File: config.mk
export PLATFORM = sky130hd
export DESIGN_NAME = muldiv_sequencer
export DESIGN_NICKNAME = d
export VERILOG_FILES = /design/src/rtl/muldiv_sequencer.sv
export SDC_FILE = /design/constraint.sdc
export NUM_CORES = 1
export LEC_CHECK = 0
export ABC_AREA = 1
export BUFFER_PORTS_ARGS = -buffer_cell sky130_fd_sc_hd__buf_2
export CAP_MARGIN = 0
export CELL_PAD_IN_SITES_DETAIL_PLACEMENT = 2
export CELL_PAD_IN_SITES_GLOBAL_PLACEMENT = 2
export CORE_ASPECT_RATIO = 0.5
export CORE_MARGIN = 3
export CORE_UTILIZATION = 29
export DETAILED_ROUTE_END_ITERATION = 7
export PLACE_DENSITY_LB_ADDON = 0.15
export REMOVE_ABC_BUFFERS = 1
export SKIP_CTS_REPAIR_TIMING = 1
export SLEW_MARGIN = 25
export SYNTH_ARGS = -nofsm -noshare
export SYNTH_HDL_FRONTEND = slang
export SYNTH_SLANG_ARGS = --single-unit
File: constraint.sdc
create_clock -name clk -period 1.4 [get_ports clk]
set_input_delay 0.14 -clock clk [delete_from_list [all_inputs] [get_ports clk]]
set_output_delay 0.14 -clock clk [all_outputs]
set_load 0.02 [all_outputs]
File: src/rtl/muldiv_sequencer.sv
// Control sequencer for the multiplier/divider: accepts MULT/DIV requests, starts the
// selected unit, waits for completion with a bounded timeout, then loads HI/LO or raises an exception.
module muldiv_sequencer #(
    parameter int TIMEOUT_CYCLES = 40,
    parameter int CNT_W          = 6
) (
    input  logic clk,
    input  logic reset_in,
    input  logic req_mult,
    input  logic req_div,
    input  logic mult_stop,
    input  logic div_stop,
    input  logic div_zero,
    output logic mult_init,
    output logic div_init,
    output logic mux_high,
    output logic mux_low,
    output logic high_load,
    output logic low_load,
    output logic busy,
    output logic done,
    output logic div_zero_exc,
    output logic timeout_exc
);

    localparam logic [2:0] IDLE      = 3'd0;
    localparam logic [2:0] MULT_INIT = 3'd1;
    localparam logic [2:0] MULT_WAIT = 3'd2;
    localparam logic [2:0] DIV_INIT  = 3'd3;
    localparam logic [2:0] DIV_WAIT  = 3'd4;
    localparam logic [2:0] WRITE     = 3'd5;
    localparam logic [2:0] EXC       = 3'd6;

    localparam logic OP_MULT     = 1'b0;
    localparam logic OP_DIV      = 1'b1;
    localparam logic EXC_TIMEOUT = 1'b0;
    localparam logic EXC_DIV0    = 1'b1;

    localparam logic [CNT_W-1:0] CNT_LAST = CNT_W'(TIMEOUT_CYCLES - 1);
    localparam logic [CNT_W-1:0] CNT_ONE  = CNT_W'(1);

    logic [2:0]       state_reg, state_next;
    logic             op_reg, op_next;
    logic             exc_kind_reg, exc_kind_next;
    logic [CNT_W-1:0] cnt_reg, cnt_next;
    logic             cnt_expired;

    // The counter holds the number of WAIT cycles already spent, so the last
    // permitted WAIT cycle is the one where it reads TIMEOUT_CYCLES-1.
    assign cnt_expired = (cnt_reg == CNT_LAST);

    always_comb begin
        state_next    = state_reg;
        op_next       = op_reg;
        exc_kind_next = exc_kind_reg;
        cnt_next      = cnt_reg;
        case (state_reg)
            IDLE: begin
                if (req_mult) begin
                    state_next = MULT_INIT;
                    op_next    = OP_MULT;
                end else if (req_div) begin
                    state_next = DIV_INIT;
                    op_next    = OP_DIV;
                end
            end
            MULT_INIT: begin
                cnt_next   = '0;
                state_next = MULT_WAIT;
            end
            DIV_INIT: begin
                cnt_next   = '0;
                state_next = DIV_WAIT;
            end
            MULT_WAIT: begin
                if (mult_stop) begin
                    state_next = WRITE;
                end else if (cnt_expired) begin
                    state_next    = EXC;
                    exc_kind_next = EXC_TIMEOUT;
                end else begin
                    cnt_next = cnt_reg + CNT_ONE;
                end
            end
            DIV_WAIT: begin
                // Divide-by-zero outranks a simultaneous result-valid.
                if (div_zero) begin
                    state_next    = EXC;
                    exc_kind_next = EXC_DIV0;
                end else if (div_stop) begin
                    state_next = WRITE;
                end else if (cnt_expired) begin
                    state_next    = EXC;
                    exc_kind_next = EXC_TIMEOUT;
                end else begin
                    cnt_next = cnt_reg + CNT_ONE;
                end
            end
            WRITE:   state_next = IDLE;
            EXC:     state_next = IDLE;
            default: state_next = IDLE;
        endcase
    end

    always_ff @(posedge clk or negedge reset_in) begin
        if (!reset_in) begin
            state_reg    <= IDLE;
            op_reg       <= OP_MULT;
            exc_kind_reg <= EXC_TIMEOUT;
            cnt_reg      <= '0;
        end else begin
            state_reg    <= state_next;
            op_reg       <= op_next;
            exc_kind_reg <= exc_kind_next;
            cnt_reg      <= cnt_next;
        end
    end

    // Moore outputs; the mux selects follow op, which only changes on acceptance.
    assign mult_init    = (state_reg == MULT_INIT);
    assign div_init     = (state_reg == DIV_INIT);
    assign mux_high     = op_reg;
    assign mux_low      = op_reg;
    assign high_load    = (state_reg == WRITE);
    assign low_load     = (state_reg == WRITE);
    assign done         = (state_reg == WRITE);
    assign busy         = (state_reg != IDLE);
    assign div_zero_exc = (state_reg == EXC) && (exc_kind_reg == EXC_DIV0);
    assign timeout_exc  = (state_reg == EXC) && (exc_kind_reg == EXC_TIMEOUT);

endmodule

* After elaboration in Yosys (flattened, before gate mapping)
Cells that the tools add are included.
** Cells by class
- Muxes and demuxes :: 19
- Bitwise gates (word level) :: 1
- Equality and inequality tests :: 12
- Reductions and logical operators :: 11
- Add/sub/neg operators :: 1
** Operator list (count)
- 6-bit two-way mux :: 4
- 3-bit two-way mux :: 6
- 6-bit one-hot mux with 3 select lines :: 1
- 3-bit one-hot mux with 5 select lines :: 1
- 3-bit equality test, second input constant :: 3
- 6-bit by 1-bit adder with 6-bit output, second input constant :: 1
- 3-bit by 2-bit equality test with 1-bit output, second input constant :: 2
- 6-bit equality test, second input constant :: 1
- 1-bit two-way mux :: 6
- 2-bit inequality test, second input constant :: 3
- 3-bit inequality test, second input constant :: 2
- 3-bit nonzero test :: 2
- 4-bit AND reduction :: 1
- 2-bit nonzero test :: 2
- 3-bit by 1-bit equality test with 1-bit output, second input constant :: 1
- 3-bit logical NOT :: 1
- 3-bit AND reduction :: 1
- 1-bit logical AND :: 2
- 1-bit one-hot mux with 2 select lines :: 1
- 2-bit AND reduction :: 1
- 2-bit OR reduction :: 1
- 1-bit inverter :: 1
** Storage, ports and cells
- Output and inout port bits :: 10
- Input port bits :: 7
- Flip-flop bits (word level) :: 11
- Logic and storage cells :: 48

* Depth between registers and ports, before layout
Gate-level depths: netlist (run 1).
- Word-level depth :: 5
- Mapped depth :: 8
- Mapped depth without buffers :: 8

* Least setup slack after synthesis (run 1)
OpenSTA, ideal clock, no wires.
- Kind :: flip-flop to output port
- Start point :: register state_reg[0]
- End point :: output high_load
- Data required time :: 1.260 ns
- Stages on the path, launching flop included :: 4
- Arrival :: 1.395 ns
- Setup slack :: -0.135 ns
- Buffers on the path :: 1
- Path through :: dfrtp_1 -> inv_1 -> nor3_1 -> buf_4
** On the way
- Cells in the longest elaborated chain, start to end :: 1
** RTL lines
- start: declaration :: line 42 : logic [2:0] state_reg, state_next;
- start signal: assignment :: line 112 : state_reg <= state_next;
- 3-bit equality test
- end: declaration :: line 18 : output logic high_load,
Every way passes these cells.

* Worst setup path after layout (run 1)
- Start point :: register state_reg[1]
- End point :: output done
** On the way
- Cells in the longest elaborated chain, start to end :: 1
** RTL lines
- 3-bit equality test :: line 126 : assign done = (state_reg == WRITE);
- end: declaration :: line 21 : output logic done,
Every way passes these cells.

==> summary.txt, run 1 <==
Outcome
  – Status: finished clean

Die
  – Core area: about 2400 sq um
  – Die W: 79.9 um
  – Placement row count: 12
  – # IOs: 17
  – Die ar.: approximately 3400 sq um
  – Die Y-Extent: between 40 and 50 um
  – Initial core utilization: 33.0%

Clocking
  – CTS tree: yes
  – Num CTS Buffers: 3
  – CTS H-Tree Depth: 1
  – Reg clk slew, reported paths: 0.05 ns
  – Clock buffer depth: 2
  – Root Buffer: clkbuf_8
  – Clock Latency Late Sink: 0.24 ns
  – Clock sinks: 11

Worst setup path
  – Worst path cell trace: buf_4 > nor3_4 > buf_2
  – Reg2reg path depth: 7
  – Critical path type: reg2out
  – Worst Setup SP: state_reg[1]
  – Critical-path top delay cell: dfrtp_2
  – Worst path depth: 3
  – Worst path buffer plus inverter count: 2
  – Reg2reg end: cnt_reg[2]
  – Req. time, crit path: ~1.3 ns
  – Largest stage delay, worst path: approximately 0.45 ns
  – Setup crit end: done
  – Arr. time, crit path: 1.24 ns
  – Crit path max fanout: 4
  – Crit path capture type: output port
  – Reg2Reg Launch Point: state_reg[1]
  – Reg2reg setup slack: 0.09 ns
  – Cell family with most CP delay: flip-flops
  – Startpoint types: register

Power and ir drop
  – Pint: ~1.1 mW
  – Switching share of power: between 40% and 50%
  – Combinational Power Share: 60.9%
  – Power Total: about 2.3 mW
  – Power share of the clock group: around 14%
  – Seq pwr share: between 20 and 25%
  – Pwr per Cell Area: roughly 2100 nW/um^2
  – Peak supply drop: 903 uV
  – Sw Pwr: 1.14 mW
  – Leakage: 0.534 nW

Finish
  – Area grow syn2layout: 35.5%
  – Fill cells: 280
  – Antenna cells: 0
  – Final core occ: 44.7%
  – Share of cells above drive strength 1: 36.4%
  – Final-stage net count: around 140
  – Max FFs per register: 6
  – Post-Layout Cell Count: roughly 170

STA
  – Fin. max-slew vios: 0
  – Fmax achieved: 0.726 GHz
  – Final WS setup: 0.0234 ns
  – Period utilization: 98.3%
  – RSZ-0062 raised after global routing: yes
  – Final Hold Viols: 0
  – Final Skew: 0.000246 ns
  – Slew of the pin with the lowest slew margin: 0.274 ns
  – Final setup fails: 0
  – Fin crit period: roughly 1.4 ns
  – Worst slew margin: 81.7%

Drt
  – Drt total wl: between 2000 and 3000 um
  – ANT nets after route: 0
  – DRC: 0
  – Pre-antenna DRT Iters: 2
  – Routed WL per cell: 15.6 um
  – Initial drt markers: 10
  – Via/cell ratio: ~4.9
  – Via count: 811

Logic synthesis
  – Synth top area cells: dfrtp_1 35%, nand2_1 11%, nand3_1 8.8%, inv_1 6.2%, nor2_1 6.2%
  – Syn Inst Count: 108
  – Synth area leader: dfrtp_1
  – Avg Inst Size Synth: ~7.3 sq um
  – Netlist cell types: 23
  – Top-area cell type share of the netlist area: 34.8%
  – Yosys reg bits: 11
  – Netlist Area Pre-Place: 792 sq um
  – Synth warnings: 0
  – Seq/Total Area, Yosys: 34.8%

GRT
  – Most Crowded Layer GR: met2
  – Largest net degree at the start of global routing: 12
  – Met3 usage: approximately 4.9%
  – Gr usage total: 15.2%
  – Antenna violations before repair: 0
  – Met2 Use GR: 24.5%
  – Global-route wire length before repair: 3910 um
  – GRT Residual Overflow: 0
  – GR Util met1: 19.3%
  – Number of global-route vias before repair: 822

Place
  – Final HPWL DP: approximately 1800 um
  – Placed Instances: 158
  – PortBufs: 16
  – Post-Place Worst Slack: -0.0539 ns
  – Gpl congestion: 0.790

Flow run
  – Max_cap viols: 0

Min path
  – Hold WC Path Type: in2reg
-- layer usage --
layer  vias up  wire, um
met1       392      1260
met4         0        19
li1        403         -
met3         4       118
met2        12      1210
met5         -         0
-- per-stage QoR --
| step | setup TNS, ns | hold slack (ns) | cell area (sq um) |
|---|---|---|---|
| 5_1_grt | -0.110 | 0.157 | 1070 |
| 3_5_place_dp | -0.104 | 0.0427 | 905 |
| 4_1_cts | -0.596 | -0.220 | 950 |
| 6_report | 0 | 0.143 | 1070 |
| 2_1_floorplan | -1.69 | -0.156 | 758 |
| 3_3_place_gp | 0 | 0.0347 | 905 |
-- worst register-to-register path, stage by stage, from the launching register on --
cell     delay, ns
dfrtp_2       0.45
nor2_4        0.21
nand2_4       0.13
nand2_8       0.13
nand2_4       0.07
nand3_4       0.11
nand2_1       0.06
o21ai_1       0.09
-- layout by cell type, fill, tap and decap left out, drive strengths merged, types with 2 or more instances in the layout --
cell type	instances
clkbuf	4
nand3	17
nor3	2
a21oi	3
inv	15
nor2	15
nand4	3
dfrtp	11
nand2	27
buf	22
o21ai	7
-- cell families after synthesis --
| family | count (synthesis) | share of synthesized area [%] |
|---|---|---|
| and+or+nand+nor | 64 | 42.5 |
| buffers and inverters | 19 | 11.4 |
| AOI/OAI and AO/OA | 12 | 8.69 |
| DFF | 11 | 34.8 |
| xor gates and xnor gates | 1 | 1.11 |
| adders and majority gates | 1 | 1.58 |
-- synthesized netlist by cell type --
library cell	count
nand2_1	24
nand3_1	14
inv_1	13
nor2_1	13
dfrtp_1	11
o21ai_0	4
buf_4	3
nand2_4	3
nand4_1	3
o21ai_1	3
a21oi_1	2
nand3_4	2
nor2_4	2
nor3_1	2
a21oi_2	1
buf_6	1
clkinv_1	1
ha_1	1
inv_2	1
nand3b_1	1
o211ai_1	1
o31ai_1	1
xor2_1	1
-- power groups by stage --
stage,logic (mW),registers [mW],clock network (mW)
2_1_floorplan,0.715,0.565,0
3_3_place_gp,1.07,0.530,0
3_5_place_dp,1.09,0.541,0
4_1_cts,1.10,0.537,0.346
5_1_grt,1.55,0.576,0.365
6_report,1.38,0.559,0.329
-- how the worst min path moves through the flow --
stage / from / endpoint / slack [ns] / depth (start not counted)
floorplan: reset_in / cnt_reg[0] / -0.16 / 0
global placement: reset_in / exc_kind_reg / 0.03 / 1
detailed placement: reset_in / state_reg[2] / 0.04 / 1
CTS: reset_in / mux_high / -0.22 / 1
global route: req_mult / mux_high / 0.16 / 2
finish: req_mult / mux_high / 0.14 / 2
-- area by class of cell --
type,count,area [sq um],share of cell area (%)
multi-input cells,79,489,45.6
flip-flops and latches,11,279,26.0
repair buffers,23,155,14.5
inverters,15,61.3,5.71
clock buffers,4,45.0,4.20
well taps,35,43.8,4.08
Note: power is estimated with default switching activity, not from simulation.
==> run 2, diff against run 1 <==
BUFFER_PORTS_ARGS = unset   (was -buffer_cell sky130_fd_sc_hd__buf_2)
CORE_ASPECT_RATIO = unset   (was 0.5)
CORE_UTILIZATION = 33   (was 29)
DONT_BUFFER_PORTS = 1   (was unset)
==> run 2 against run 1 <==
The flow now finishes with violations (setup timing). Sequential power about the same. Sequential cell count did not move. Core utilization is 3.4 points higher. Global-route usage grew 3.3 points. Maximum frequency decreased by 8.4%. Non-clock buffer count unchanged. Critical path type is now reg2reg.
==> summary.txt, run 2 (synthesis gave the netlist of run 1 again) <==
Place
  – PortBufs: 0 (-16)
  – Post-Place Worst Slack: 0.0457 ns (+0.0996 ns)
  – Area post-placement: 896 sq um (-0.97%)
  – Gpl congestion: 0.737 (-6.7%)
  – Placed Instances: 145 (-8.2%)
  – Final HPWL DP: 1860 um (+3.7%)

Finish
  – Share of cells above drive strength 1: 36.4% (unchanged)
  – Area grow syn2layout: 36.8%
  – Post-Layout Cell Count: 160 (-4.2%)
  – Most frequent cells in the layout: 22 x nand2_1, 18 x buf_4, 12 x inv_1
  – Final Instance Area: 1080 sq um (+0.93%)
  – Antenna cells: 0 (unchanged)
  – Most common cell after layout, fill and taps aside: nand2_1
  – Max FFs per register: 6 (unchanged)
  – Final-stage net count: 141 (unchanged)
  – Final core occ: 48.1% (+3.4 points)

Worst setup path
  – Arr. time, crit path: 1.72 ns (+0.48 ns)
  – Critical path type: reg2reg
  – Req. time, crit path: 1.61 ns (+0.35 ns)
  – Startpoint types: register
  – Crit path capture type: register
  – Crit path max fanout: 5 (+1)

GRT
  – GRT Residual Overflow: 0 (unchanged)
  – Global-route wire length before repair: 3770 um (-3.5%)
  – Gr usage total: 18.5% (+3.3 points)
  – Antenna violations before repair: 0 (unchanged)
  – Largest net degree at the start of global routing: 12 (unchanged)
  – Number of global-route vias before repair: 804 (-2.2%)

Outcome
  – Status: finished with violations
  – Failing checks: setup timing

STA
  – Fmax achieved: 0.666 GHz (-8.4%)
  – Slew of the pin with the lowest slew margin: 0.595 ns (+0.321 ns)
  – Worst hold slack: 0.0298 ns (-0.113 ns)
  – RSZ-0062 raised after global routing: yes
  – Period utilization: 107% (+9.0 points)
  – Fin crit period: 1.50 ns (+0.126 ns)
  – Final WS setup: -0.102 ns (-0.126 ns)
  – Final Skew: 0.00103 ns (+0.000789 ns)
  – Total negative setup slack: -0.344 ns (-0.344 ns)
  – Final setup fails: 6 (+6)
  – Fin. max-slew vios: 0 (unchanged)
  – Worst slew margin: 60.2% (-22 points)
  – Final Hold Viols: 0 (unchanged)

Die
  – Initial core utilization: 35.1% (+2.2 points)
  – Core area: 2250 sq um (-6.1%)
  – # IOs: 17 (unchanged)
  – Die Y-Extent: 55.0 um (+28%)
  – Die W: 55.0 um (-31%)
  – Die ar.: 3020 sq um (-12%)
  – Placement row count: 17 (+5)

Power and ir drop
  – Pwr per Cell Area: 2250 nW/um^2 (+6.4%)
  – Pint: 1.14 mW (+0.57%)
  – Switching share of power: 53.2% (+3.2 points)
  – Sw Pwr: 1.30 mW (+14%)
  – Power Total: 2.44 mW (+7.4%)
  – Combinational Power Share: 66.4% (+5.5 points)
  – Seq pwr share: 23.0% (-1.6 points)
  – Power share of the clock group: 10.6% (-3.9 points)
  – Leakage: 0.532 nW (-0.45%)
  – Peak supply drop: 1190 uV (+32%)

Clocking
  – CTS tree: yes
  – Reg clk slew, reported paths: 0.09 ns (+0.04 ns)
  – Num CTS Buffers: 3 (unchanged)
  – CTS H-Tree Depth: 1 (unchanged)
  – Clock sinks: 11 (unchanged)
  – Clock Latency Late Sink: 0.29 ns (+0.05 ns)
  – Root Buffer: clkbuf_4
  – Clock buffer depth: 2 (unchanged)

Flow run
  – Max_cap viols: 0 (unchanged)

Drt
  – Routed WL per cell: 22.1 um (+42%)
  – ANT nets after route: 0 (unchanged)
  – Via count: 894 (+10%)
  – Via/cell ratio: 5.59 (+15%)
  – Drt total wl: 3530 um (+36%)
  – DRC: 0 (unchanged)
  – Pre-antenna DRT Iters: 4 (+2)
  – Initial drt markers: 12 (+2)

Min path
  – Hold WC Path Type: in2reg
## run 2: cell count changes in the layout (fill, tap and decap cells not counted), moves of 3 or more
| cell | delta |
|---|---|
| buf_4 | +10 |
| buf_2 | -13 |
| buf_6 | +3 |
| clkbuf_8 | -3 |
| clkbuf_4 | +3 |
## run 2: area by class of cell
type	count	area (sq um)
repair buffers	23	189
flip-flops and latches	11	279
clock buffers	4	26.3
multi-input cells	79	490
inverters	15	63.8
well taps	28	35.0
fillers	263	1170
## run 2: routing by layer
layer  vias up  share of wire, %  GRT usage [%]
met5         -                 0              0
met4         0               3.5           9.72
met3         9               4.0           3.49
met2        33                51           28.5
met1       454                41           24.3
li1        398                 -              -
## run 2: power groups by stage
stage	registers (mW)	clock network (mW)	logic, mW
6_report	0.561	0.260	1.62
2_1_floorplan	0.565	0	0.715
3_3_place_gp	0.520	0	1.11
4_1_cts	0.523	0.246	1.15
5_1_grt	0.572	0.276	1.74
3_5_place_dp	0.530	0	1.14
## run 2: worst max-delay path, cell delays in order, from the launching register on
cell     delay, ns
dfrtp_2       0.46
nor2_4        0.21
nand2_4       0.11
o21ai_0       0.30
nand2_1       0.15
a21oi_1       0.18
## run 2: worst paths after layout
kind                         startpoint      endpoint  slack (ns)  cells past startpoint
setup / recovery           state_reg[0]  state_reg[1]       -0.10                      5
min in group asynchronous      reset_in  exc_kind_reg        0.28                      1
max in group asynchronous      reset_in  state_reg[2]        0.70                      1
hold / removal                 div_zero  exc_kind_reg        0.03                      2
setup reg to reg           state_reg[0]  state_reg[1]       -0.10                      5
hold reg to reg            exc_kind_reg  exc_kind_reg        0.52                      2
==> run 3, diff against run 2 <==
CELL_PAD_IN_SITES_DETAIL_PLACEMENT = 1   (was 2)
CELL_PAD_IN_SITES_GLOBAL_PLACEMENT = 1   (was 2)
CORE_ASPECT_RATIO = 0.8   (was unset)
CORE_UTILIZATION = 43   (was 33)
==> run 3 against run 2 <==
The flow still finishes with violations (setup timing). Sequential share of layout area grew 1.4 points. Sequential power grew 3%. Global-route usage grew 2.0 points. Largest cell class unchanged.
==> summary.txt, run 3 (synthesis gave the netlist of run 1 again) <==
Outcome
  – Status: finished with violations
  – Failing checks: setup timing

Worst setup path
  – Critical path type: reg2out
  – Req. time, crit path: 1.26 ns (-0.35 ns)
  – Reg2reg setup slack: 0.03 ns (+0.13 ns)
  – Largest stage delay, worst path: 0.50 ns (+0.04 ns)
  – Arr. time, crit path: 1.28 ns (-0.44 ns)
  – Reg2reg end: cnt_reg[1]
  – Startpoint types: register
  – Worst path cell trace: nor2_4 > nand2_2 > buf_4
  – Critical-path top delay cell: dfrtp_2
  – Crit path capture type: output port
  – Crit path max fanout: 8 (+3)
  – Reg2reg path depth: 6 (+1)
  – Reg2Reg Launch Point: state_reg[1]

Finish
  – Final core occ: 61.2% (+13 points)
  – Area of the multi-input gates: 495 sq um (+1.0%)
  – Most common cell after layout, fill and taps aside: nand2_1
  – Final-stage net count: 134 (-5.0%)
  – Share of cells above drive strength 1: 32.8% (-3.6 points)
  – Fill cells: 222 (-16%)
  – Area grow syn2layout: 29.5%
  – Most frequent cells in the layout: 22 x nand2_1, 12 x inv_1, 12 x nand3_1, 12 x buf_4, 11 x nor2_1
  – Max FFs per register: 6 (unchanged)
  – Antenna cells: 0 (unchanged)
  – Reg area: 279 sq um (unchanged)

Power and ir drop
  – Power share of the clock group: 10.4% (-0.2 points)
  – Peak supply drop: 1470 uV (+23%)
  – Pwr per Cell Area: 2240 nW/um^2 (-0.76%)
  – Combinational Power Share: 64.5% (-1.9 points)
  – Sw Pwr: 1.22 mW (-5.8%)
  – Leakage: 0.497 nW (-6.5%)
  – Seq pwr share: 25.1% (+2.1 points)
  – Pint: 1.07 mW (-6.2%)
  – Switching share of power: 53.3% (+0.11 points)

Clocking
  – CTS tree: yes
  – Num CTS Buffers: 3 (unchanged)
  – Clock sinks: 11 (unchanged)
  – Clock buffer depth: 2 (unchanged)
  – Root Buffer: clkbuf_4
  – Clock Latency Late Sink: 0.29 ns (about the same)
  – Reg clk slew, reported paths: 0.08 ns (about the same)
  – CTS H-Tree Depth: 1 (unchanged)

Drt
  – ANT nets after route: 0 (unchanged)
  – Via/cell ratio: 5.64 (+0.93%)
  – Via count: 829 (-7.3%)
  – Routed WL per cell: 19.3 um (-13%)
  – Pre-antenna DRT Iters: 4 (unchanged)
  – DRC: 0 (unchanged)
  – Initial drt markers: 24 (+12)
  – Drt total wl: 2830 um (-20%)

STA
  – Worst slew margin: 65.6% (+5.4 points)
  – Period utilization: 101% (-6.2 points)
  – Final setup fails: 1 (-5)
  – Fin crit period: 1.42 ns (-0.0866 ns)
  – Final Hold Viols: 0 (unchanged)
  – Final WS setup: -0.0157 ns (+0.0866 ns)
  – Slew of the pin with the lowest slew margin: 0.514 ns (-0.0813 ns)
  – Fmax achieved: 0.706 GHz (+6.1%)
  – Final Skew: 0.00580 ns (+0.00477 ns)
  – Fin. max-slew vios: 0 (unchanged)
  – RSZ-0062 raised after global routing: yes
  – Worst hold slack: 0.0460 ns (+0.0161 ns)

Min path
  – Start point of the worst hold path: div_zero
  – Hold EP: exc_kind_reg
  – Hold WC Path Type: in2reg
  – Hold depth: 2 (unchanged)

Die
  – Placement row count: 13 (-4)
  – Die Y-Extent: 44.4 um (-19%)
  – Initial core utilization: 47.3% (+12 points)
  – Die W: 54.0 um (-1.8%)
  – Core area: 1680 sq um (-26%)
  – Die ar.: 2400 sq um (-21%)
  – # IOs: 17 (unchanged)

GRT
  – Gr usage total: 20.5% (+2.0 points)
  – Number of global-route vias before repair: 741 (-7.8%)
  – GRT Residual Overflow: 0 (unchanged)
  – Antenna violations before repair: 0 (unchanged)
  – Global-route wire length before repair: 3460 um (-8.3%)
  – Largest net degree at the start of global routing: 12 (unchanged)

Place
  – Post-Place Worst Slack: 0.0425 ns (-0.00321 ns)
  – Gpl congestion: 0.792 (+7.4%)
  – Final HPWL DP: 1520 um (-18%)
  – PortBufs: 0 (unchanged)

Flow run
  – Max_cap viols: 0 (unchanged)
## run 3: cell types whose count changed in the layout (fill, tap and decap cells not counted), sizes merged
cell	delta
clkbuf	-1
buf	-7
clkinv	+1
## run 3: metal layers
layer  routed length [um]  GRT usage (%)  vias to the layer above
met5                    0              0                        -
met4                   12           5.97                        0
met3                  182           6.40                        4
met2                 1440           28.7                       38
met1                 1200           30.2                      400
li1                     -              -                      387
## run 3: cell type report
cell class	count	area share (%)
multi-input combinational	79	48.3
sequential	11	27.2
timing repair buffer	16	12.9
inverter	15	6.22
tap	22	2.68
clock buffer	3	2.20
clock inverter	1	0.488
## run 3: critical path: cells and delay by family (launching register included)
family	cells	cell delay, ns
DFF	1	0.50
and+or+nand+nor	2	0.31
buffers and inverters	1	0.18
## run 3: stage by stage
stage	cell area, sq um	TNS, ns	cells	total power [mW]
2_1_floorplan	758	-1.69	104	1.28
3_3_place_gp	851	0	134	1.56
3_5_place_dp	851	0	134	1.60
4_1_cts	878	-0.593	138	1.83
5_1_grt	1030	-0.352	147	2.44
6_report	1030	-0.0157	147	2.29
## run 3: power by group through the flow
stage / Sequential, mW / Clock, mW / Combinational, mW
2_1_floorplan: 0.565 / 0 / 0.715
3_3_place_gp: 0.537 / 0 / 1.02
3_5_place_dp: 0.545 / 0 / 1.05
4_1_cts: 0.539 / 0.236 / 1.05
5_1_grt: 0.593 / 0.256 / 1.59
6_report: 0.577 / 0.238 / 1.48
## run 3: worst max-delay path by stage
| stage | startpoint | to | slack, ns |
|---|---|---|---|
| after floorplan | state_reg[0] | done | -0.56 |
| after global placement | state_reg[1] | exc_kind_reg | 0.02 |
| after detailed placement | state_reg[1] | state_reg[1] | 0.04 |
| after CTS | state_reg[2] | mult_init | -0.11 |
| after global routing | state_reg[1] | busy | -0.08 |
| final | state_reg[1] | busy | -0.02 |
